[config.mk]
export PLATFORM = sky130hd
export DESIGN_NAME = muldiv_sequencer
export DESIGN_NICKNAME = d
export VERILOG_FILES = /design/src/rtl/muldiv_sequencer.sv
export SDC_FILE = /design/constraint.sdc
export NUM_CORES = 1
export LEC_CHECK = 0
export BUFFER_PORTS_ARGS = -buffer_cell sky130_fd_sc_hd__buf_2
export CORE_UTILIZATION = 40
export DETAILED_ROUTE_END_ITERATION = 6
export HOLD_SLACK_MARGIN = 0.15
export SYNTH_ARGS = -nofsm -noshare
export SYNTH_HDL_FRONTEND = slang
export SYNTH_SLANG_ARGS = --single-unit
[constraint.sdc]
create_clock -name clk -period 4.8 [get_ports clk]
set_clock_uncertainty 0.15 [all_clocks]
set_input_delay 0.72 -clock clk [delete_from_list [all_inputs] [get_ports clk]]
set_output_delay 0.72 -clock clk [all_outputs]
set_load 0.01 [all_outputs]
[src/rtl/muldiv_sequencer.sv]
// RV32M multiply/divide sequencer: shared shift-add / restoring-divide datapath, one step per cycle.
// Optional MULDIV_FASTPATH_EN: corner cases (div by zero, signed overflow, zero multiply) finish from IDLE.
module muldiv_sequencer #(
  parameter int unsigned WIDTH = 32,
  parameter int unsigned CNT_W = 6
) (
  input  logic             clk,
  input  logic             rst_n,
  input  logic             start_i,
  input  logic [2:0]       op_i,
  input  logic [WIDTH-1:0] a_i,
  input  logic [WIDTH-1:0] b_i,
  input  logic             flush_i,
  output logic             stall_o,
  output logic             busy_o,
  output logic             result_valid_o,
  output logic [WIDTH-1:0] result_o
);
  localparam int unsigned W2 = 2 * WIDTH;
  localparam logic [WIDTH-1:0] MIN_NEG = {1'b1, {(WIDTH-1){1'b0}}};

  typedef enum logic [1:0] {IDLE, CALC, FIX, DONE} state_t;

  state_t           r_state, w_state_nx;
  logic [2:0]       r_op;
  logic [WIDTH-1:0] r_a, r_m, r_result;
  logic [W2-1:0]    r_acc;
  logic [CNT_W-1:0] r_cnt;
  logic             r_sa, r_sb, r_dz, r_ovf, r_busy, r_valid;

  // Signedness and magnitudes of the incoming operands
  logic             w_is_div, w_a_signed, w_b_signed, w_sa, w_sb, w_dz, w_ovf, w_accept;
  logic [WIDTH-1:0] w_abs_a, w_abs_b;
  assign w_is_div   = op_i[2];
  assign w_a_signed = w_is_div ? ~op_i[0] : (op_i[1:0] != 2'b11);
  assign w_b_signed = w_is_div ? ~op_i[0] : ~op_i[1];
  assign w_sa       = w_a_signed & a_i[WIDTH-1];
  assign w_sb       = w_b_signed & b_i[WIDTH-1];
  assign w_abs_a    = w_sa ? -a_i : a_i;
  assign w_abs_b    = w_sb ? -b_i : b_i;
  assign w_dz       = (b_i == '0);
  assign w_ovf      = w_is_div & ~op_i[0] & (a_i == MIN_NEG) & (b_i == '1);
  assign w_accept   = (r_state == IDLE) & start_i & ~flush_i;

`ifdef MULDIV_FASTPATH_EN
  logic             w_corner;
  logic [WIDTH-1:0] w_corner_res;
  assign w_corner = w_is_div ? (w_dz | w_ovf) : ((a_i == '0) | (b_i == '0));
  always_comb begin
    w_corner_res = '0;
    if (w_is_div && w_dz)       w_corner_res = op_i[1] ? a_i : '1;
    else if (w_is_div && w_ovf) w_corner_res = op_i[1] ? '0 : a_i;
  end
`endif

  // One iteration: acc = {hi, lo}; multiply shifts right, divide shifts left
  logic [WIDTH:0]  w_mul_sum, w_div_tmp, w_div_diff;
  logic [W2-1:0]   w_step;
  assign w_mul_sum  = {1'b0, r_acc[W2-1:WIDTH]} + (r_acc[0] ? {1'b0, r_m} : '0);
  assign w_div_tmp  = {r_acc[W2-1:WIDTH], r_acc[WIDTH-1]};
  assign w_div_diff = w_div_tmp - {1'b0, r_m};
  always_comb begin
    w_step = {w_mul_sum, r_acc[WIDTH-1:1]};
    if (r_op[2]) begin
      if (!w_div_diff[WIDTH]) w_step = {w_div_diff[WIDTH-1:0], r_acc[WIDTH-2:0], 1'b1};
      else                    w_step = {w_div_tmp[WIDTH-1:0], r_acc[WIDTH-2:0], 1'b0};
    end
  end

  // Sign fix-up, half selection and divide corner overrides
  logic [W2-1:0]    w_prod;
  logic [WIDTH-1:0] w_quo, w_rem, w_fix_res;
  assign w_prod = (r_sa ^ r_sb) ? -r_acc : r_acc;
  assign w_quo  = (r_sa ^ r_sb) ? -r_acc[WIDTH-1:0] : r_acc[WIDTH-1:0];
  assign w_rem  = r_sa ? -r_acc[W2-1:WIDTH] : r_acc[W2-1:WIDTH];
  always_comb begin
    w_fix_res = r_op[1] ? w_rem : w_quo;
    if (!r_op[2])   w_fix_res = (r_op[1:0] == 2'b00) ? w_prod[WIDTH-1:0] : w_prod[W2-1:WIDTH];
    else if (r_dz)  w_fix_res = r_op[1] ? r_a : '1;
    else if (r_ovf) w_fix_res = r_op[1] ? '0 : r_a;
  end

  always_comb begin
    w_state_nx = r_state;
    case (r_state)
      IDLE: if (w_accept) begin
`ifdef MULDIV_FASTPATH_EN
        w_state_nx = w_corner ? DONE : CALC;
`else
        w_state_nx = CALC;
`endif
      end
      CALC:    if (r_cnt == CNT_W'(1)) w_state_nx = FIX;
      FIX:     w_state_nx = DONE;
      DONE:    w_state_nx = IDLE;
      default: w_state_nx = IDLE;
    endcase
    if (flush_i) w_state_nx = IDLE;
  end

  always_ff @(posedge clk or negedge rst_n) begin
    if (!rst_n) begin
      r_state <= IDLE;
      r_busy  <= 1'b0;
      r_valid <= 1'b0;
    end else begin
      r_state <= w_state_nx;
      r_busy  <= (w_state_nx != IDLE);
      r_valid <= (w_state_nx == DONE);
    end
  end

  always_ff @(posedge clk or negedge rst_n) begin
    if (!rst_n) begin
      r_op     <= '0;
      r_a      <= '0;
      r_m      <= '0;
      r_acc    <= '0;
      r_cnt    <= '0;
      r_sa     <= 1'b0;
      r_sb     <= 1'b0;
      r_dz     <= 1'b0;
      r_ovf    <= 1'b0;
      r_result <= '0;
    end else if (w_accept) begin
      r_op  <= op_i;
      r_a   <= a_i;
      r_sa  <= w_sa;
      r_sb  <= w_sb;
      r_dz  <= w_dz;
      r_ovf <= w_ovf;
      r_m   <= w_is_div ? w_abs_b : w_abs_a;
      r_acc <= {{WIDTH{1'b0}}, (w_is_div ? w_abs_a : w_abs_b)};
      r_cnt <= CNT_W'(WIDTH);
`ifdef MULDIV_FASTPATH_EN
      if (w_corner) r_result <= w_corner_res;
`endif
    end else if (!flush_i && r_state == CALC) begin
      r_acc <= w_step;
      r_cnt <= r_cnt - CNT_W'(1);
    end else if (!flush_i && r_state == FIX) begin
      r_result <= w_fix_res;
    end
  end

  // Pipeline stall is combinational so the pipeline advances in the DONE cycle
  assign stall_o        = rst_n & start_i & ~r_valid & ~flush_i;
  assign busy_o         = r_busy;
  assign result_valid_o = r_valid;
  assign result_o       = r_result;
endmodule

# == After elaboration in Yosys (flattened, before gate mapping) ==
# Index checks and enable logic that the tools add are counted.
# word_totals
output_inout_bits,35
ff_bits,177
elab_cells,82
inputBits,71
# op_classes
n_mux,27
add_sub_neg,8
n_eq_ne,8
reduce_logical,9
bitwise_logic,17
# ops
op,n
2-to-1 mux 32 bit,14
2-to-1 mux 64 bit,5
negator 32 bit,4
"== test 32 bit, second input constant",2
negator 64 bit,1
adder 32 x 32 -> 33 bit,1
subtractor 33 x 32 -> 33 bit,1
zero test 32 bit,1
2-to-1 mux 6 bit,2
AND 1 bit,10
one-hot mux 2 bit (4 select lines),1
"== test 2 bit, second input constant",3
"== test 6 x 1 -> 1 bit, second input constant",1
2-to-1 mux 2 bit,3
inverter 1 bit,6
"subtractor 6 x 1 -> 6 bit, second input constant",1
zero test 2 bit,2
nonzero test 2 bit,2
AND reduction 3 bit,1
"== test 2 x 1 -> 1 bit, second input constant",1
logical AND 1 bit,2
2-to-1 mux 1 bit,2
"!= test 2 bit, second input constant",1
zero test 1 bit,1
XOR 1 bit,1

# == Logic depth before layout (Yosys ltp) ==
# logic_depth
ltp_word,7
depth_mapped,14
depth_no_buf,13

# == Worst setup path after synthesis ==
# OpenSTA, ideal clock, no wires.
# synth_timing
path_type,reg2reg
startpoint,register r_acc[0]
endpoint,register r_acc[61]
arrival_time_ps,3074
setup_slack_ps,1455
setup_ps,122
stages_incl_launch_ff,14
path_cell_list,dfrtp_1 > inv_1 > clkbuf_1 > nor2_1 > ha_1 > o211ai_1 > a21o_1 > a21boi_0 > a221oi_1 > o31a_1 > o31ai_1 > a31oi_1 > mux2i_1 > a32o_1
# synth_between
elab_chain_len,5
# synth_lines
item,line,rtl
from (decl),27,logic [W2-1:0] r_acc;
from (signal assigned),133,"r_acc <= {{WIDTH{1'b0}}, (w_is_div ? w_abs_a : w_abs_b)};"
from (signal assigned),139,r_acc <= w_step;
2-to-1 mux 32 bit,59,"assign w_mul_sum = {1'b0, r_acc[W2-1:WIDTH]} + (r_acc[0] ? {1'b0, r_m} : '0);"
adder 32 x 32 -> 33 bit,59,
2-to-1 mux 64 bit,64,if (r_op[2]) begin
2-to-1 mux 64 bit,138,end else if (!flush_i && r_state == CALC) begin
2-to-1 mux 64 bit,125,end else if (w_accept) begin
# Every way passes these cells. The select of a mux whose other input is x is not followed.
# A chain may end at the register's enable or synchronous reset.

# == Final worst setup path ==
# layout_timing
startpoint,register r_acc[0]
endpoint,register r_acc[62]
# Same word-level chain as after synthesis.

==> metrics.yaml <==
cts_buffer_depth: 2
path_clk_slew_ns: 0.08
max-cap-violations: 0
syn_to_final_growth_pct: 8.73
fillers: 4212
synth_top_family_by_area: "compound AO/OA/AOI/OAI gates"
detail-route-antenna-nets: 0
preCtsSetupSlack_ns: 0.781
numPortBuffers: 105
place_congestion: 0.981
wl_per_cell_um: 23.2
syn-instance-count: 2200
multi_input_area_um2: 11300
synth_edf_count: 0
dominantRegCellSynth: "dfrtp_1"
num_io_pins: 106
slew_viol_final: 0
drtIter0Drc: 1624
grt.total_usage_pct: 30.1
crit_path_cell_trace: "inv_1, nor2_1, ha_1, o211ai_1, o21ai_0, o2111ai_1, a311oi_1, or2_2, a31oi_1, o31ai_1, mux2i_1, a32oi_1"
core_area_um2: 40900
clkSinkCount: 177
die_area_um2: 42300
yosys_warnings: 0
drcViolationCount: 0
vias: 17000
postSynthAreaPerCell_um2: 7.55
synth_area_um2: 16600
tightest_slew_ns: 1.06
firstDrtPassIters: 6
hp-class: "register to register"
hold_viol_final: 0
row_count: 74
seq_area_frac_synth_pct: 26.7
setup-tns-final_ns: 0
initial_core_util_pct: 40.6
run_status: "finished, final reports clean"
critical-path-max-stage-delay_ns: 0.51
required_ns: 4.97
p_total_mw: 9.96
synth_compound_area_share_pct: 26.9
fp.dieW_um: 206
ys_types: 82
final_common_cell: "nand2_1"
worstSetupEndpointType: "register"
die_height_um: 206
layout_common_cells: "nand2_1, nor2_1, o21ai_0"
yosys.area_share.simple_pct: 20.9
syn-num-nets: 2344
async_reset_ff_share_pct: 100
fin_ws_ns: 0.663
period_minus_slack_ns: 4.14
cellLeakagePower_nw: 7.90
regArea_um2: 4430
worstSkewPairLatency_ns: 0.46
peakVddDrop_v: 0.000287
max_slew_margin_pct: 29.0
n_antenna_cell: 0
rsz0062_at_grt: "false"
max_freq_mhz: 242
cts_buffers: 17
synth_mux_area_share_pct: 4.04
antenna_found_initial: 1
crit_fanout: 18
cp_data_arrival_time_ns: 4.31
synth-seq-cells: 177
synth_xor_area_share_pct: 10.6
vias_per_cell: 6.20
finalSetupViolations: 0
dp_hpwl_um: 49500
synth_fa_ha_area_share_pct: 5.59
slowest_stage: "inv_1"
num-nets-final: 2346
drive_above_1_share_pct: 10.1
grt_overflow: 0
wl_um: 63800
power.density_nw_per_um2: 552
ctsRootBufferMaster: "clkbuf_16"
grt_pass1_wl_um: 95800
crit_type: "register to register"
htreeDepth: 4
timing.final.crit_share_pct: 86.2
first_global_vias: 15600
cts_tree: "built"
grt_start_max_net_pins: 108
start_kind: "register"
==> report_power, final <==
| part | total (mW) | switching (mW) | internal, mW |
|---|---|---|---|
| registers | 2.55 | 0.673 | 1.88 |
| clock network | 1.35 | 0.668 | 0.679 |
| logic | 6.06 | 3.70 | 2.36 |
| total | 9.96 | 5.04 | 4.92 |
==> worst max-delay path, delay by kind of cell, from the launching register on <==
kind | cells | cell delay, ns
AO/OA/AOI/OAI | 7 | 1.76
buffers and inverters | 1 | 0.51
flip-flops | 1 | 0.48
adder cells (fa/ha/maj) | 1 | 0.38
multiplexers | 1 | 0.37
AND/OR/NAND/NOR | 2 | 0.35
==> repair_timing <==
action / CTS / global route
hold buffers: 1 / 0
gates resized for setup: 0 / 0
hold endpoints to repair: 19 / 0
buffers inserted: 0 / 0
==> per-layer routing <==
layer  GRT usage (%)  wire length (um)  share of wire [%]
met3            4.89              4840                7.6
met1            41.3             28000                 44
met4            10.9              2010                3.2
met5               0                14              0.022
met2            47.2             28900                 45
==> layout make-up <==
type | count | share of cell area, %
clock inverters | 11 | 0.451
clock buffers | 21 | 2.50
multi-input cells | 1796 | 62.7
repair buffers | 146 | 4.75
well taps | 532 | 3.69
flip-flops and latches | 177 | 24.6
inverters | 64 | 1.33
==> logic make-up (layout without fill, tap and decap cells) <==
logic type,Yosys count,after routing
AO/OA/AOI/OAI,707,707
XOR/XNOR,200,200
adder cells (fa/ha/maj),73,73
buffers and inverters,227,242
flip-flops,177,177
multiplexers,66,66
AND/OR/NAND/NOR,750,750
==> path summary, 6_finish.rpt <==
kind | start | to | slack (ns) | cells after the start
min in group asynchronous | rst_n | r_a[26] | 0.68 | 2
max | r_acc[0] | r_acc[62] | 0.66 | 12
min | result_o[6] | result_o[6] | 0.33 | 2
max reg2reg | r_acc[0] | r_acc[62] | 0.66 | 12
max in group asynchronous | rst_n | r_op[2] | 2.71 | 3
min reg2reg | result_o[6] | result_o[6] | 0.33 | 2
==> stage by stage <==
step | area [um^2] | cells | util, % | hold WS [ns]
finish | 18000 | 2747 | 44.1 | 0.334
global route | 18000 | 2747 | 44.1 | 0.345
CTS | 18000 | 2747 | 44.1 | 0.330
detailed placement | 17500 | 2714 | 42.8 | 0.317
global placement | 17500 | 2714 | 42.8 | 0.309
floorplan | 16600 | 2200 | - | 0.274
==> flip-flops by register name, summed over array words and instances, names as in the netlist <==
signal and flops:
busy_o 1, r_sb 1, r_m 32, r_dz 1, result_valid_o 1, r_ovf 1, r_op 3, r_a 32
r_cnt 6, r_state 2, r_sa 1, r_acc 64, result_o 32
==> cell usage after synthesis, types with 21 or more instances <==
cell type | n | area, um^2
a211oi_1 | 23 | 173
a21o_1 | 41 | 308
a21oi_1 | 189 | 946
a22oi_1 | 24 | 180
clkbuf_1 | 137 | 514
dfrtp_1 | 177 | 4430
ha_1 | 71 | 888
inv_1 | 62 | 233
mux2i_1 | 58 | 581
nand2_1 | 307 | 1150
nand2b_1 | 21 | 131
nand3_1 | 31 | 155
nand4_1 | 23 | 144
nor2_1 | 203 | 762
nor3_1 | 35 | 175
o211ai_1 | 52 | 390
o21ai_0 | 196 | 981
o31ai_1 | 34 | 255
xnor2_1 | 111 | 972
xor2_1 | 89 | 780
No activity file was read; power rests on OpenSTA's default activity.
